### config.mk
export PLATFORM = sky130hd
export DESIGN_NAME = sva_stim_pattern_gen_flat
export DESIGN_NICKNAME = d
export VERILOG_FILES = /design/src/rtl/sva_stim_pkg.sv /design/src/rtl/sva_stim_pattern_gen_if.sv /design/src/rtl/sva_stim_cmd_fifo.sv /design/src/rtl/sva_stim_pattern_gen.sv /design/src/flat_wrapper.sv
export SDC_FILE = /design/constraint.sdc
export NUM_CORES = 1
export LEC_CHECK = 0
export BUFFER_PORTS_ARGS = -buffer_cell sky130_fd_sc_hd__buf_2
export CORE_MARGIN = 3
export CORE_UTILIZATION = 52
export CTS_CLUSTER_DIAMETER = 50
export CTS_CLUSTER_SIZE = 30
export DETAILED_ROUTE_END_ITERATION = 10
export MAX_ROUTING_LAYER = met4
export PLACE_DENSITY_LB_ADDON = 0.08
export SLEW_MARGIN = 30
export SYNTH_ARGS = -nofsm -noshare
export SYNTH_HDL_FRONTEND = slang
export SYNTH_SLANG_ARGS = --single-unit
### constraint.sdc
create_clock -name clk -period 2.1 [get_ports clk]
set_input_delay 0.42 -clock clk [delete_from_list [all_inputs] [get_ports clk]]
set_output_delay 0.42 -clock clk [all_outputs]
set_load 0.05 [all_outputs]
### src/rtl/sva_stim_pkg.sv
// Shared types for the $changed/$stable stimulus sequencer: FSM states,
// default widths and the queued run command.
package sva_stim_pkg;

    localparam int DEF_WIDTH = 1;
    localparam int DEF_LEN_W = 8;
    localparam int DEF_CNT_W = 16;
    localparam int DEF_DEPTH = 4;

    typedef logic [DEF_WIDTH-1:0] value_t;
    typedef logic [DEF_LEN_W-1:0] len_t;

    typedef struct packed {
        value_t value;
        len_t   len;
    } cmd_t;

    typedef enum logic {
        IDLE = 1'b0,
        RUN  = 1'b1
    } state_e;

endpackage

### src/rtl/sva_stim_pattern_gen_if.sv
// Run-command port of the stimulus sequencer: valid/ready plus the value and
// extra-hold length of one run.
interface sva_stim_pattern_gen_if
    import sva_stim_pkg::*;
#(
    parameter int WIDTH = DEF_WIDTH,
    parameter int LEN_W = DEF_LEN_W
);
    logic             cmd_valid;
    logic             cmd_ready;
    logic [WIDTH-1:0] cmd_value;
    logic [LEN_W-1:0] cmd_len;

    modport master (output cmd_valid, output cmd_value, output cmd_len, input cmd_ready);
    modport slave  (input cmd_valid, input cmd_value, input cmd_len, output cmd_ready);
endinterface

### src/rtl/sva_stim_cmd_fifo.sv
// Small synchronous FIFO of run commands with registered full/empty flags;
// the head entry is read straight from the storage array.
module sva_stim_cmd_fifo
    import sva_stim_pkg::*;
#(
    parameter type T     = cmd_t,
    parameter int  DEPTH = DEF_DEPTH
) (
    input  logic clk,
    input  logic rst,
    input  logic push,
    input  T     push_data,
    input  logic pop,
    output T     head,
    output logic full,
    output logic empty
);
    localparam int AW = $clog2(DEPTH);
    localparam logic [AW:0] FULL_CNT = (AW+1)'(DEPTH);
    localparam logic [AW:0] ONE_CNT  = {{AW{1'b0}}, 1'b1};
    localparam logic [AW-1:0] ONE_PTR = {{(AW-1){1'b0}}, 1'b1};

    T              mem [DEPTH];
    logic [AW-1:0] wr_ptr;
    logic [AW-1:0] rd_ptr;
    logic [AW:0]   count;
    logic [AW:0]   count_n;
    logic          do_push;
    logic          do_pop;

    assign do_push = push && !full;
    assign do_pop  = pop && !empty;
    assign head    = mem[rd_ptr];

    always_comb begin
        count_n = count;
        if (do_push && !do_pop)
            count_n = count + ONE_CNT;
        else if (!do_push && do_pop)
            count_n = count - ONE_CNT;
    end

    always_ff @(posedge clk or posedge rst) begin
        if (rst) begin
            wr_ptr <= '0;
            rd_ptr <= '0;
            count  <= '0;
            full   <= 1'b0;
            empty  <= 1'b1;
        end else begin
            if (do_push)
                wr_ptr <= wr_ptr + ONE_PTR;
            if (do_pop)
                rd_ptr <= rd_ptr + ONE_PTR;
            count <= count_n;
            full  <= (count_n == FULL_CNT);
            empty <= (count_n == '0);
        end
    end

    // Storage holds no control state, so it is left out of the reset.
    always_ff @(posedge clk) begin
        if (do_push)
            mem[wr_ptr] <= push_data;
    end

endmodule

### src/rtl/sva_stim_pattern_gen.sv
// Plays queued change/hold runs onto a registered data signal and keeps golden
// counts of changed and stable sampled edges for checker cover comparison.
module sva_stim_pattern_gen
    import sva_stim_pkg::*;
#(
    parameter int WIDTH = DEF_WIDTH,
    parameter int LEN_W = DEF_LEN_W,
    parameter int CNT_W = DEF_CNT_W,
    parameter int DEPTH = DEF_DEPTH
) (
    input  logic                   clk,
    input  logic                   rst,
    sva_stim_pattern_gen_if.slave  cmd_if,
    input  logic                   count_en,
    input  logic                   clear,
    output logic [WIDTH-1:0]       data,
    output logic                   busy,
    output logic                   done,
    output logic [CNT_W-1:0]       exp_changed,
    output logic [CNT_W-1:0]       exp_stable
);
    typedef struct packed {
        logic [WIDTH-1:0] value;
        logic [LEN_W-1:0] len;
    } run_cmd_t;

    function automatic logic [CNT_W-1:0] sat_inc(input logic [CNT_W-1:0] v);
        return (&v) ? v : v + CNT_W'(1);
    endfunction

    run_cmd_t         push_cmd;
    run_cmd_t         head_cmd;
    logic             fifo_full;
    logic             fifo_empty;
    logic             fifo_pop;

    state_e           state_q, state_n;
    logic [LEN_W-1:0] remain_q, remain_n;
    logic [WIDTH-1:0] data_q, data_n;
    logic             busy_q, busy_n;
    logic             done_q, done_n;
    logic [WIDTH-1:0] prev_q;
    logic [CNT_W-1:0] chg_q;
    logic [CNT_W-1:0] stb_q;

    assign push_cmd.value  = cmd_if.cmd_value;
    assign push_cmd.len    = cmd_if.cmd_len;
    assign cmd_if.cmd_ready = !fifo_full;

    sva_stim_cmd_fifo #(
        .T     (run_cmd_t),
        .DEPTH (DEPTH)
    ) u_cmd_fifo (
        .clk       (clk),
        .rst       (rst),
        .push      (cmd_if.cmd_valid),
        .push_data (push_cmd),
        .pop       (fifo_pop),
        .head      (head_cmd),
        .full      (fifo_full),
        .empty     (fifo_empty)
    );

    // A run ending with more work queued loads the next one on the same edge.
    always_comb begin
        state_n  = state_q;
        remain_n = remain_q;
        data_n   = data_q;
        busy_n   = busy_q;
        done_n   = 1'b0;
        fifo_pop = 1'b0;
        unique case (state_q)
            IDLE: begin
                if (!fifo_empty) begin
                    fifo_pop = 1'b1;
                    data_n   = head_cmd.value;
                    remain_n = head_cmd.len;
                    busy_n   = 1'b1;
                    state_n  = RUN;
                end
            end
            RUN: begin
                if (remain_q != '0) begin
                    remain_n = remain_q - LEN_W'(1);
                end else if (!fifo_empty) begin
                    fifo_pop = 1'b1;
                    data_n   = head_cmd.value;
                    remain_n = head_cmd.len;
                end else begin
                    busy_n  = 1'b0;
                    done_n  = 1'b1;
                    state_n = IDLE;
                end
            end
            default: state_n = IDLE;
        endcase
    end

    always_ff @(posedge clk or posedge rst) begin
        if (rst) begin
            state_q  <= IDLE;
            remain_q <= '0;
            data_q   <= '0;
            busy_q   <= 1'b0;
            done_q   <= 1'b0;
        end else begin
            state_q  <= state_n;
            remain_q <= remain_n;
            data_q   <= data_n;
            busy_q   <= busy_n;
            done_q   <= done_n;
        end
    end

    // Counting looks at data as it was before this edge, like $past sampling.
    always_ff @(posedge clk or posedge rst) begin
        if (rst) begin
            prev_q <= '0;
            chg_q  <= '0;
            stb_q  <= '0;
        end else begin
            if (count_en)
                prev_q <= data_q;
            if (clear) begin
                chg_q <= '0;
                stb_q <= '0;
            end else if (count_en) begin
                if (data_q != prev_q)
                    chg_q <= sat_inc(chg_q);
                else
                    stb_q <= sat_inc(stb_q);
            end
        end
    end

    assign data        = data_q;
    assign busy        = busy_q;
    assign done        = done_q;
    assign exp_changed = chg_q;
    assign exp_stable  = stb_q;

endmodule

### src/flat_wrapper.sv
// flat-port wrapper written by rule: the top's interface ports become plain ports
module sva_stim_pattern_gen_flat import sva_stim_pkg::*;
#(
    parameter int WIDTH = DEF_WIDTH,
    parameter int LEN_W = DEF_LEN_W,
    parameter int CNT_W = DEF_CNT_W,
    parameter int DEPTH = DEF_DEPTH
)
  (clk, rst, count_en, clear, data, busy, done, exp_changed, exp_stable, cmd_if_cmd_valid, cmd_if_cmd_value, cmd_if_cmd_len, cmd_if_cmd_ready);
  sva_stim_pattern_gen_if #(.WIDTH(WIDTH), .LEN_W(LEN_W)) cmd_if_i ();
  input  logic clk;
  input  logic rst;
  input  logic count_en;
  input  logic clear;
  output logic [WIDTH-1:0] data;
  output logic busy;
  output logic done;
  output logic [CNT_W-1:0] exp_changed;
  output logic [CNT_W-1:0] exp_stable;
  input wire logic [$bits(cmd_if_i.cmd_valid)-1:0] cmd_if_cmd_valid;
  input wire logic [$bits(cmd_if_i.cmd_value)-1:0] cmd_if_cmd_value;
  input wire logic [$bits(cmd_if_i.cmd_len)-1:0] cmd_if_cmd_len;
  output wire logic [$bits(cmd_if_i.cmd_ready)-1:0] cmd_if_cmd_ready;
  assign cmd_if_i.cmd_valid = cmd_if_cmd_valid;
  assign cmd_if_i.cmd_value = cmd_if_cmd_value;
  assign cmd_if_i.cmd_len = cmd_if_cmd_len;
  assign cmd_if_cmd_ready = cmd_if_i.cmd_ready;
  sva_stim_pattern_gen #(.WIDTH(WIDTH), .LEN_W(LEN_W), .CNT_W(CNT_W), .DEPTH(DEPTH)) u_core (.clk(clk), .rst(rst), .cmd_if(cmd_if_i), .count_en(count_en), .clear(clear), .data(data), .busy(busy), .done(done), .exp_changed(exp_changed), .exp_stable(exp_stable));
endmodule
==> results of run 1 <==
[layout by cell type (no fill, tap or decap), types with 2 or more instances in the layout]
master    netlist  routed
buf_2           1      49
xnor2_1        21      20
nor2b_1         3       3
a21oi_1         7       7
a211oi_1        9       9
dfrtp_1        53      52
clkbuf_8        0       9
o211ai_1        4       4
mux2_2          2       2
o221ai_1        2       2
mux2i_1         6       5
mux4_2          9       9
o21ai_0         9       9
edfxtp_1       36      36
nor3_1          7       7
nor2_1         38      38
inv_1          12      11
inv_8           0       2
and4_1          6       6
inv_6           0       2
and2_1          6       6
nand4_1         5       5
or3_1           3       2
a31oi_1         3       3
and3_1          5       5
nand3_1        15      15
nor4_1         11      10
a311oi_1        2       2
nand2_1        26      26
xor2_1          8       8
or2_2           3       3
ha_1           10      10
nand2b_1        2       2
buf_4           0      14
[layer usage]
metal  global-route usage [%]  share of wire, %  vias up
met2                     29.8                49       59
met3                     4.53               5.0        6
li1                         -                 -     1413
met1                     23.5                45     1379
met5                        -                 0        -
met4                     4.62              0.60        0
[power groups by stage]
stage | clock, uW | combinational (uW) | sequential (uW)
global route | 1350 | 1820 | 2580
finish | 1230 | 1640 | 2530
CTS | 1270 | 1660 | 2530
detailed placement | 0 | 1650 | 2560
floorplan | 0 | 1150 | 2590
global placement | 0 | 1610 | 2560
[state kept, by name, summed over array words and instances, names as in the netlist]
name / flops
u_core.done: 1
u_core.exp_changed: 16
u_core.u_cmd_fifo.wr_ptr: 2
u_core.u_cmd_fifo.empty: 1
u_core.remain_q: 8
u_core.exp_stable: 16
u_core.u_cmd_fifo.full: 1
u_core.data: 1
u_core.u_cmd_fifo.count: 3
u_core.state_q: 1
u_core.u_cmd_fifo.rd_ptr: 2
u_core.u_cmd_fifo.mem: 36
u_core.busy: 1
u_core.prev_q: 1
[cell families after synthesis]
logic type	Yosys count
flops	90
simple gates	134
mux	17
buf+inv	24
xor+xnor	29
compound gates	46
fa+ha+maj	10
[per-stage QoR]
stage	util, %	TNS [ps]
CTS	62.9	0
finish	63.1	0
global route	63.1	-104
global placement	60.1	0
detailed placement	60.1	-0.892
floorplan	-	0
[how the worst max path moves through the flow]
stage,endpoint,from
after floorplan,u_core.remain_q[5]$_DFF_PP0_,u_core.remain_q[2]$_DFF_PP0_
after global placement,u_core.remain_q[5]$_DFF_PP0_,u_core.remain_q[2]$_DFF_PP0_
after detailed placement,u_core.remain_q[6]$_DFF_PP0_,u_core.remain_q[2]$_DFF_PP0_
after CTS,u_core.remain_q[5]$_DFF_PP0_,u_core.remain_q[2]$_DFF_PP0_
after global routing,u_core.remain_q[4]$_DFF_PP0_,u_core.remain_q[2]$_DFF_PP0_
final,u_core.remain_q[2]$_DFF_PP0_,u_core.remain_q[2]$_DFF_PP0_
[final cells by class]
class | count | area, sq um
well taps | 102 | 128
repair buffers | 64 | 370
clock inverters | 7 | 83.8
flip-flops and latches | 90 | 2430
inverters | 12 | 45.0
fillers | 628 | 2870
clock buffers | 9 | 124
multi-input cells | 236 | 1720
[worst register-to-register path: cells and delay by family (launching register included)]
family	cells	cell delay (ps)
flops	1	400
simple gates	2	730
buf+inv	1	170
compound gates	3	670
[timing repair]
item | CTS | global route
pin swaps | 0 | 3
setup buffers | 0 | 0
resized for setup | 1 | 4
setup endpoints to repair | 2 | 16
endpoints found under the hold margin | 0 | 0
gates cloned | 0 | 0
==> flow_summary.toml, run 1 <==
[global_routing]
grt_max_degree = 40
grtUsageTotal_pct = 18.4
grt_pass1_vias = 2758
grt-ovfl-total = 0
antenna_found_initial = 0
grt_pass1_wl_mm = 12.8

[run_status]
status = "finished clean"

[placed_design]
placed_cells = 504
io_buffers = 49
gp_congestion = 0.845
hpwl_mm = 5.46
placed_cell_area_sq_um = 4670
post-place-ws_ps = -0.892

[worst_setup_path]
cp-start-kind = "flip-flop"
r2r_setup_slack_ps = 40
critPathMaxFanout = 6
worstSetupPathType = "reg2reg"
slowest_delay_ps = 550
slowest_stage = "or4_4"
reg2reg_depth = 6
crit_required_ps = 2360
path_buf_inv = 1
path_depth = 6
cp_top_family = "simple AND/OR/NAND/NOR gates"
arrival_ps = 2320
rr_endpoint = "u_core.remain_q[2]$_DFF_PP0_"
r2r_start = "u_core.remain_q[2]$_DFF_PP0_"
critPathCaptureType = "flip-flop"
cp_cell_sequence = "or4_4, buf_4, o31ai_1, or2_2, a21oi_1, a311oi_1"

[flow_run]
maxCapViolations = 0

[logic_synthesis]
synth_edf_count = 36
netlist_instances = 350
synthSimpleGateAreaFrac_pct = 16.0
yosysWarnings = 0
syn_avg_cell_area_sq_um = 12.0
synth_top_family_by_area = "simple AND/OR/NAND/NOR gates"
async_flop_share_pct = 60.0
synthFlopType = "dfrtp_1"
synth_top_area_share_pct = 31.6
yosysSeqAreaShare_pct = 58.0
synthTopCellsByArea = "dfrtp_1 32%, edfxtp_1 26%, mux4_2 4.8%"
synth_most_common_cell = "dfrtp_1"
synthAdderAreaFrac_pct = 2.98
synth_compound_gate_area_share_pct = 7.96
syn_area_sq_um = 4200
synth_seq_cells = 90
synth_largest_area_cell = "dfrtp_1"
synth_xor_xnor_area_share_pct = 6.05
synth_commonest_cells = "53 x dfrtp_1, 38 x nor2_1, 36 x edfxtp_1, 26 x nand2_1, 21 x xnor2_1"
syn-num-nets = 374
synthMuxAreaShare_pct = 6.80
synth_cell_types = 46

[floorplanning]
die_y_um = 95.8
core_sq_um = 7770
boundaryPins = 50
die_area_sq_um = 9180
start_util_pct = 54.0
rows = 32
dieWidth_um = 95.8

[clocking]
cts-htree-levels = 3
clk_latency_ps = 350
path_clk_slew_ps = 100
cts_root_buf = "clkbuf_8"
tritoncts = "yes"
clk_path_buf_depth = 2
hold_buffers = 0
cts.sinks = 90
numCtsBuffers = 9

[routing]
drcViolationCount = 0
drtAntennaViolNets = 0
wirelength_mm = 7.72
vias = 2857
firstDrtPassIters = 4
drtIter0Drc = 136
wl_per_cell_um = 14.8
vias_per_cell = 5.49

[timing]
fmax_mhz = 485
hold_slack_ps = 26.6
worst_pin_slew_ps = 566
hold_violations = 0
post-route-min-period_ps = 2060
fin_skew_ps = 12.5
setup_viol = 0
setup_slack_ps = 39.0
final_max_slew_viol_count = 0
fin_crit_sh_pct = 98.1
slew_headroom_pct = 62.3
rsz0062_at_grt = "yes"

[final_layout]
fin_area_sq_um = 4900
instances_no_fill = 520
final_layout_size_suffix_gt1_share_pct = 24.9
nNetsFinal = 437
num_antenna_cells = 0
syn2layout_area_growth_pct = 16.8

[hold_path]
hp-class = "in2async"

[power]
peakVddDrop_v = 0.000568
swShare_pct = 34.7
powerDensity_nw_per_um2 = 1100
comb_power_share_pct = 30.4
switchingPower_uw = 1870
p_int_uw = 3530
pwr-share-clk_pct = 22.8
p_leak_uw = 0.00202
pwr-share-seq_pct = 46.8
power_uw = 5400
Note: power is estimated with default switching activity, not from simulation.
==> inputs of run 2 (changes only) <==
CAP_MARGIN = 20   (was unset)
clock period = 1.78 ns   (was 2.1 ns; I/O delays follow)
==> run 2 against run 1 <==
The run now ends with setup timing left. Sequential power increased by 17%. Global-route usage increased by 1.8 points. Register-to-register slack got worse by 290 ps. Flip-flop and latch count unchanged. First-iteration DRC count decreased by 28%. Final cell count grew 7.5%. Largest cell class unchanged.
==> flow_summary.toml, run 2 (same netlist as run 1, synthesis figures left out) <==
[run_status]
status = "complete, but fails checks"
violations = "setup timing"

[routing]
wl_per_cell_um = 15.2
vias_per_cell = 5.47
firstDrtPassIters = 4
drcViolationCount = 0
wirelength_mm = 8.47
vias = 3056
drtIter0Drc = 98
drtAntennaViolNets = 0

[floorplanning]
dieWidth_um = 95.8
rows = 32
core_sq_um = 7770
boundaryPins = 50
start_util_pct = 54.0
die_area_sq_um = 9180
die_y_um = 95.8

[worst_setup_path]
slowest_stage = "or4_4"
cp-start-kind = "flip-flop"
path_buf_inv = 0
cp_cell_sequence = "or4_4, o32a_4, mux2i_1, xor2_1, and2_1"
worstSetupPathType = "reg2reg"
path_depth = 5
critPathCaptureType = "flip-flop"
cp_top_family = "simple AND/OR/NAND/NOR gates"
reg2reg_depth = 5
critPathMaxFanout = 5
crit_required_ps = 2070
arrival_ps = 2320
slowest_delay_ps = 580

[clocking]
cts_root_buf = "clkbuf_8"
numCtsBuffers = 9
path_clk_slew_ps = 90
clk_path_buf_depth = 2
cts-htree-levels = 3
tritoncts = "yes"
clk_latency_ps = 350
hold_buffers = 0
cts.sinks = 90

[timing]
fin_skew_ps = 9.34
setup_viol = 13
hold_slack_ps = 26.8
worst_pin_slew_ps = 607
hold_violations = 0
slew_headroom_pct = 59.5
post-route-min-period_ps = 2030
setup_slack_ps = -251
fin_crit_sh_pct = 114
fmax_mhz = 492
rsz0062_at_grt = "yes"
final_max_slew_viol_count = 0

[final_layout]
final_layout_size_suffix_gt1_share_pct = 41.4
multi_input_area_sq_um = 1890
seq_area_sq_um = 2460
syn2layout_area_growth_pct = 29.0
final_common_cell = "buf_2"
nFillCells = 586
instances_no_fill = 559
fin_area_sq_um = 5410
nNetsFinal = 476
largest_reg_flops = 36
num_antenna_cells = 0
layout_common_cells = "50 x buf_2, 49 x buf_4, 37 x nor2_1"
largest-register = "u_core.u_cmd_fifo.mem"

[flow_run]
maxCapViolations = 0

[placed_design]
gp_congestion = 0.790
placed_cell_area_sq_um = 4960
hpwl_mm = 5.94
io_buffers = 49
post-place-ws_ps = -233
placed_cells = 530

[power]
powerDensity_nw_per_um2 = 1280
power_uw = 6950
p_leak_uw = 0.00219
peakVddDrop_v = 0.000949

[global_routing]
antenna_found_initial = 0
grt_pass1_wl_mm = 13.9
grt-ovfl-total = 0
grt_max_degree = 36
grt_pass1_vias = 2876
grtUsageTotal_pct = 20.2

[hold_path]
hp-class = "in2async"
[run 2: changes by cell type in the layout (fill, tap and decap cells not counted), sizes merged]
cell      previous run  this run
buf                 64       103
bufinv               1         2
clkinv               1         2
clkinvlp             1         2
inv                 16        13
[run 2: cell type report]
type,instances,area share [%]
well taps,102,2.36
multi-input cells,236,34.9
inverters,12,0.832
clock inverters,7,1.87
clock buffers,9,2.29
flip-flops and latches,90,45.5
repair buffers,103,12.2
[run 2: final timing paths]
path | startpoint | endpoint | slack (ps)
worst min register to register | u_core.remain_q[7]$_DFF_PP0_ | u_core.remain_q[7]$_DFF_PP0_ | 480
worst max register to register | u_core.remain_q[5]$_DFF_PP0_ | u_core.u_cmd_fifo.full$_DFF_PP0_ | -250
worst min-delay path | rst | u_core.u_cmd_fifo.wr_ptr[0]$_DFFE_PP0P_ | 30
max in group asynchronous | rst | u_core.exp_stable[8]$_DFFE_PP0P_ | 1320
min in group clk | cmd_if_cmd_len[0] | u_core.u_cmd_fifo.mem[1][0]$_DFFE_PP_ | 220
worst max-delay path | u_core.remain_q[5]$_DFF_PP0_ | u_core.u_cmd_fifo.full$_DFF_PP0_ | -250
[run 2: report_power, final]
part           internal, uW  total [uW]  switching [uW]
sequential             2630        2960             335
clock                   800        1520             716
combinational          1180        2480            1300
total                  4600        6950            2350
[run 2: repair_timing]
item	in CTS	in global routing
endpoints found under the setup margin	18	26
pin swaps	11	8
cloned	1	0
gates resized for setup	14	15
buffers inserted	4	9
[run 2: tightest hold or removal path, delay by kind of cell]
kind / cells / cell delay, ps
buffers and inverters: 3 / 400
[run 2: routing by layer]
| layer | share of wire [%] | wire length [um] | track usage, % | up-vias |
|---|---|---|---|---|
| met5 | 0 | 0 | - | - |
| met4 | 0.83 | 70 | 6.28 | 0 |
| met3 | 3.3 | 282 | 3.83 | 6 |
| met2 | 51 | 4360 | 34.1 | 48 |
| met1 | 44 | 3760 | 24.9 | 1506 |
| li1 | - | - | - | 1496 |
[run 2: metrics by stage]
| step | util, % | TNS, ps |
|---|---|---|
| 5_1_grt | 69.7 | -2490 |
| 3_5_place_dp | 63.8 | -1970 |
| 6_report | 69.7 | -1780 |
| 4_1_cts | 67.9 | -1390 |
| 2_1_floorplan | - | -1450 |
| 3_3_place_gp | 63.8 | -1390 |
==> inputs of run 3 (changes only) <==
PLACE_DENSITY_LB_ADDON = 0.3   (was 0.08)
==> run 3 against run 2 <==
Highest routed layer unchanged. Flip-flop and latch count unchanged. Via count increased by 3.0%. Global-route usage increased by 0.77 points. The flow still finishes with violations (setup timing). Sequential share of layout area decreased by 0.10 points. First-iteration DRC count increased by 79%. Total power decreased by 1.9%.
==> flow_summary.toml, run 3 (same netlist as run 1, synthesis figures left out) <==
[global_routing]
grtUsageTotal_pct = 21.0
grt_pass1_vias = 3126
grt_max_degree = 37
antenna_found_initial = 0
grt_pass1_wl_mm = 14.7
grt-ovfl-total = 0

[clocking]
clk_latency_ps = 350
cts_root_buf = "clkbuf_8"
tritoncts = "yes"
cts-htree-levels = 3
path_clk_slew_ps = 100
cts.sinks = 90
numCtsBuffers = 9
clk_path_buf_depth = 2

[floorplanning]
die_area_sq_um = 9180
start_util_pct = 54.0
die_y_um = 95.8
boundaryPins = 50
core_sq_um = 7770
rows = 32
dieWidth_um = 95.8

[worst_setup_path]
critPathMaxFanout = 5
slowest_delay_ps = 560
cp-start-kind = "flip-flop"
rr_endpoint = "u_core.u_cmd_fifo.full$_DFF_PP0_"
r2r_setup_slack_ps = -230
r2r_start = "u_core.remain_q[5]$_DFF_PP0_"
cp-startpoint = "u_core.remain_q[5]$_DFF_PP0_"
path_buf_inv = 0
cp_top_family = "simple AND/OR/NAND/NOR gates"
arrival_ps = 2290
worstSetupPathType = "reg2reg"
crit_required_ps = 2060
cp_cell_sequence = "or4_4, o32a_4, mux2i_2, xor2_1, and2_1"
reg2reg_depth = 5
critPathCaptureType = "flip-flop"
slowest_stage = "or4_4"

[power]
pwr-share-clk_pct = 19.5
p_leak_uw = 0.00218
comb_power_share_pct = 37.4
swShare_pct = 36.2
pwr-share-seq_pct = 43.1
power_uw = 6820
p_int_uw = 4350
peakVddDrop_v = 0.000928
powerDensity_nw_per_um2 = 1260
switchingPower_uw = 2470

[routing]
drcViolationCount = 0
drtIter0Drc = 175
vias = 3149
wirelength_mm = 8.74
wl_per_cell_um = 15.8
drtAntennaViolNets = 0
vias_per_cell = 5.67
firstDrtPassIters = 4

[final_layout]
num_antenna_cells = 0
final_layout_size_suffix_gt1_share_pct = 42.4
largest-register = "u_core.u_cmd_fifo.mem"
largest_reg_flops = 36
layout_common_cells = "49 x buf_2, 44 x buf_4, 36 x nor2_1, 36 x edfxtp_1, 29 x dfrtp_1"
instances_no_fill = 555
final_common_cell = "buf_2"
fin_area_sq_um = 5430
syn2layout_area_growth_pct = 29.3
nNetsFinal = 472

[placed_design]
io_buffers = 49
gp_congestion = 0.920
hpwl_mm = 5.87
placed_cells = 525
placed_cell_area_sq_um = 4940

[timing]
worst_pin_slew_ps = 606
rsz0062_at_grt = "yes"
final_max_slew_viol_count = 0
post-route-min-period_ps = 2010
fin_skew_ps = 10.3
setup_viol = 17
hold_violations = 0
fin_crit_sh_pct = 113
setup_slack_ps = -225
hold_slack_ps = 214
slew_headroom_pct = 59.6
fmax_mhz = 499

[hold_path]
hp-class = "in2reg"
holdPathStages = 1
min_from = "cmd_if_cmd_len[0]"
hold_end = "u_core.u_cmd_fifo.mem[3][0]$_DFFE_PP_"

[run_status]
violations = "setup timing"
status = "complete, but fails checks"

[flow_run]
maxCapViolations = 0
[run 3: routing by layer]
metal  track usage [%]  routed length, um
met1              26.9               3840
met2              34.3               4410
met3              3.91                433
met4              6.28                 63
met5                 -                  0
[run 3: metrics by stage]
| step | util [%] | setup slack [ps] | TNS [ps] |
|---|---|---|---|
| global route | 69.9 | -290 | -3700 |
| finish | 69.9 | -225 | -2470 |
| detailed placement | 63.7 | -256 | -2070 |
| floorplan | - | -177 | -1450 |
| global placement | 63.7 | -155 | -1290 |
| CTS | 67.6 | -197 | -1650 |
[run 3: final cells by class]
cell class	instances	area, sq um
clock buffer	9	124
clock inverter	7	66.3
fill	564	2340
inverter	12	45.0
multi-input combinational	236	1940
sequential	90	2460
tap	102	128
timing repair buffer	99	659
[run 3: timing repair]
action                                  in CTS  in global routing
endpoints found under the setup margin      18                 33
setup buffers                                7                  8
resized for setup                           15                 25
hold buffers                                 1                  0
hold endpoints to repair                     9                  0
pin swaps                                    6                  4
cloned                                       0                  0
[run 3: power groups by stage]
stage                     clock network [uW]  logic [uW]  registers [uW]
after CTS                               1370        2430            2940
after floorplan                            0        1400            3090
after global placement                     0        2220            2950
after global routing                    1480        2800            2990
after detailed placement                   0        2300            2980
final                                   1330        2550            2940
[run 3: how the worst max path moves through the flow]
stage / end / slack, ps / depth (start not counted)
after floorplan: u_core.u_cmd_fifo.full$_DFF_PP0_ / -180 / 6
after global placement: u_core.remain_q[2]$_DFF_PP0_ / -150 / 6
after detailed placement: u_core.u_cmd_fifo.full$_DFF_PP0_ / -260 / 5
after CTS: u_core.u_cmd_fifo.full$_DFF_PP0_ / -200 / 5
after global routing: u_core.u_cmd_fifo.full$_DFF_PP0_ / -290 / 5
final: u_core.u_cmd_fifo.full$_DFF_PP0_ / -230 / 5
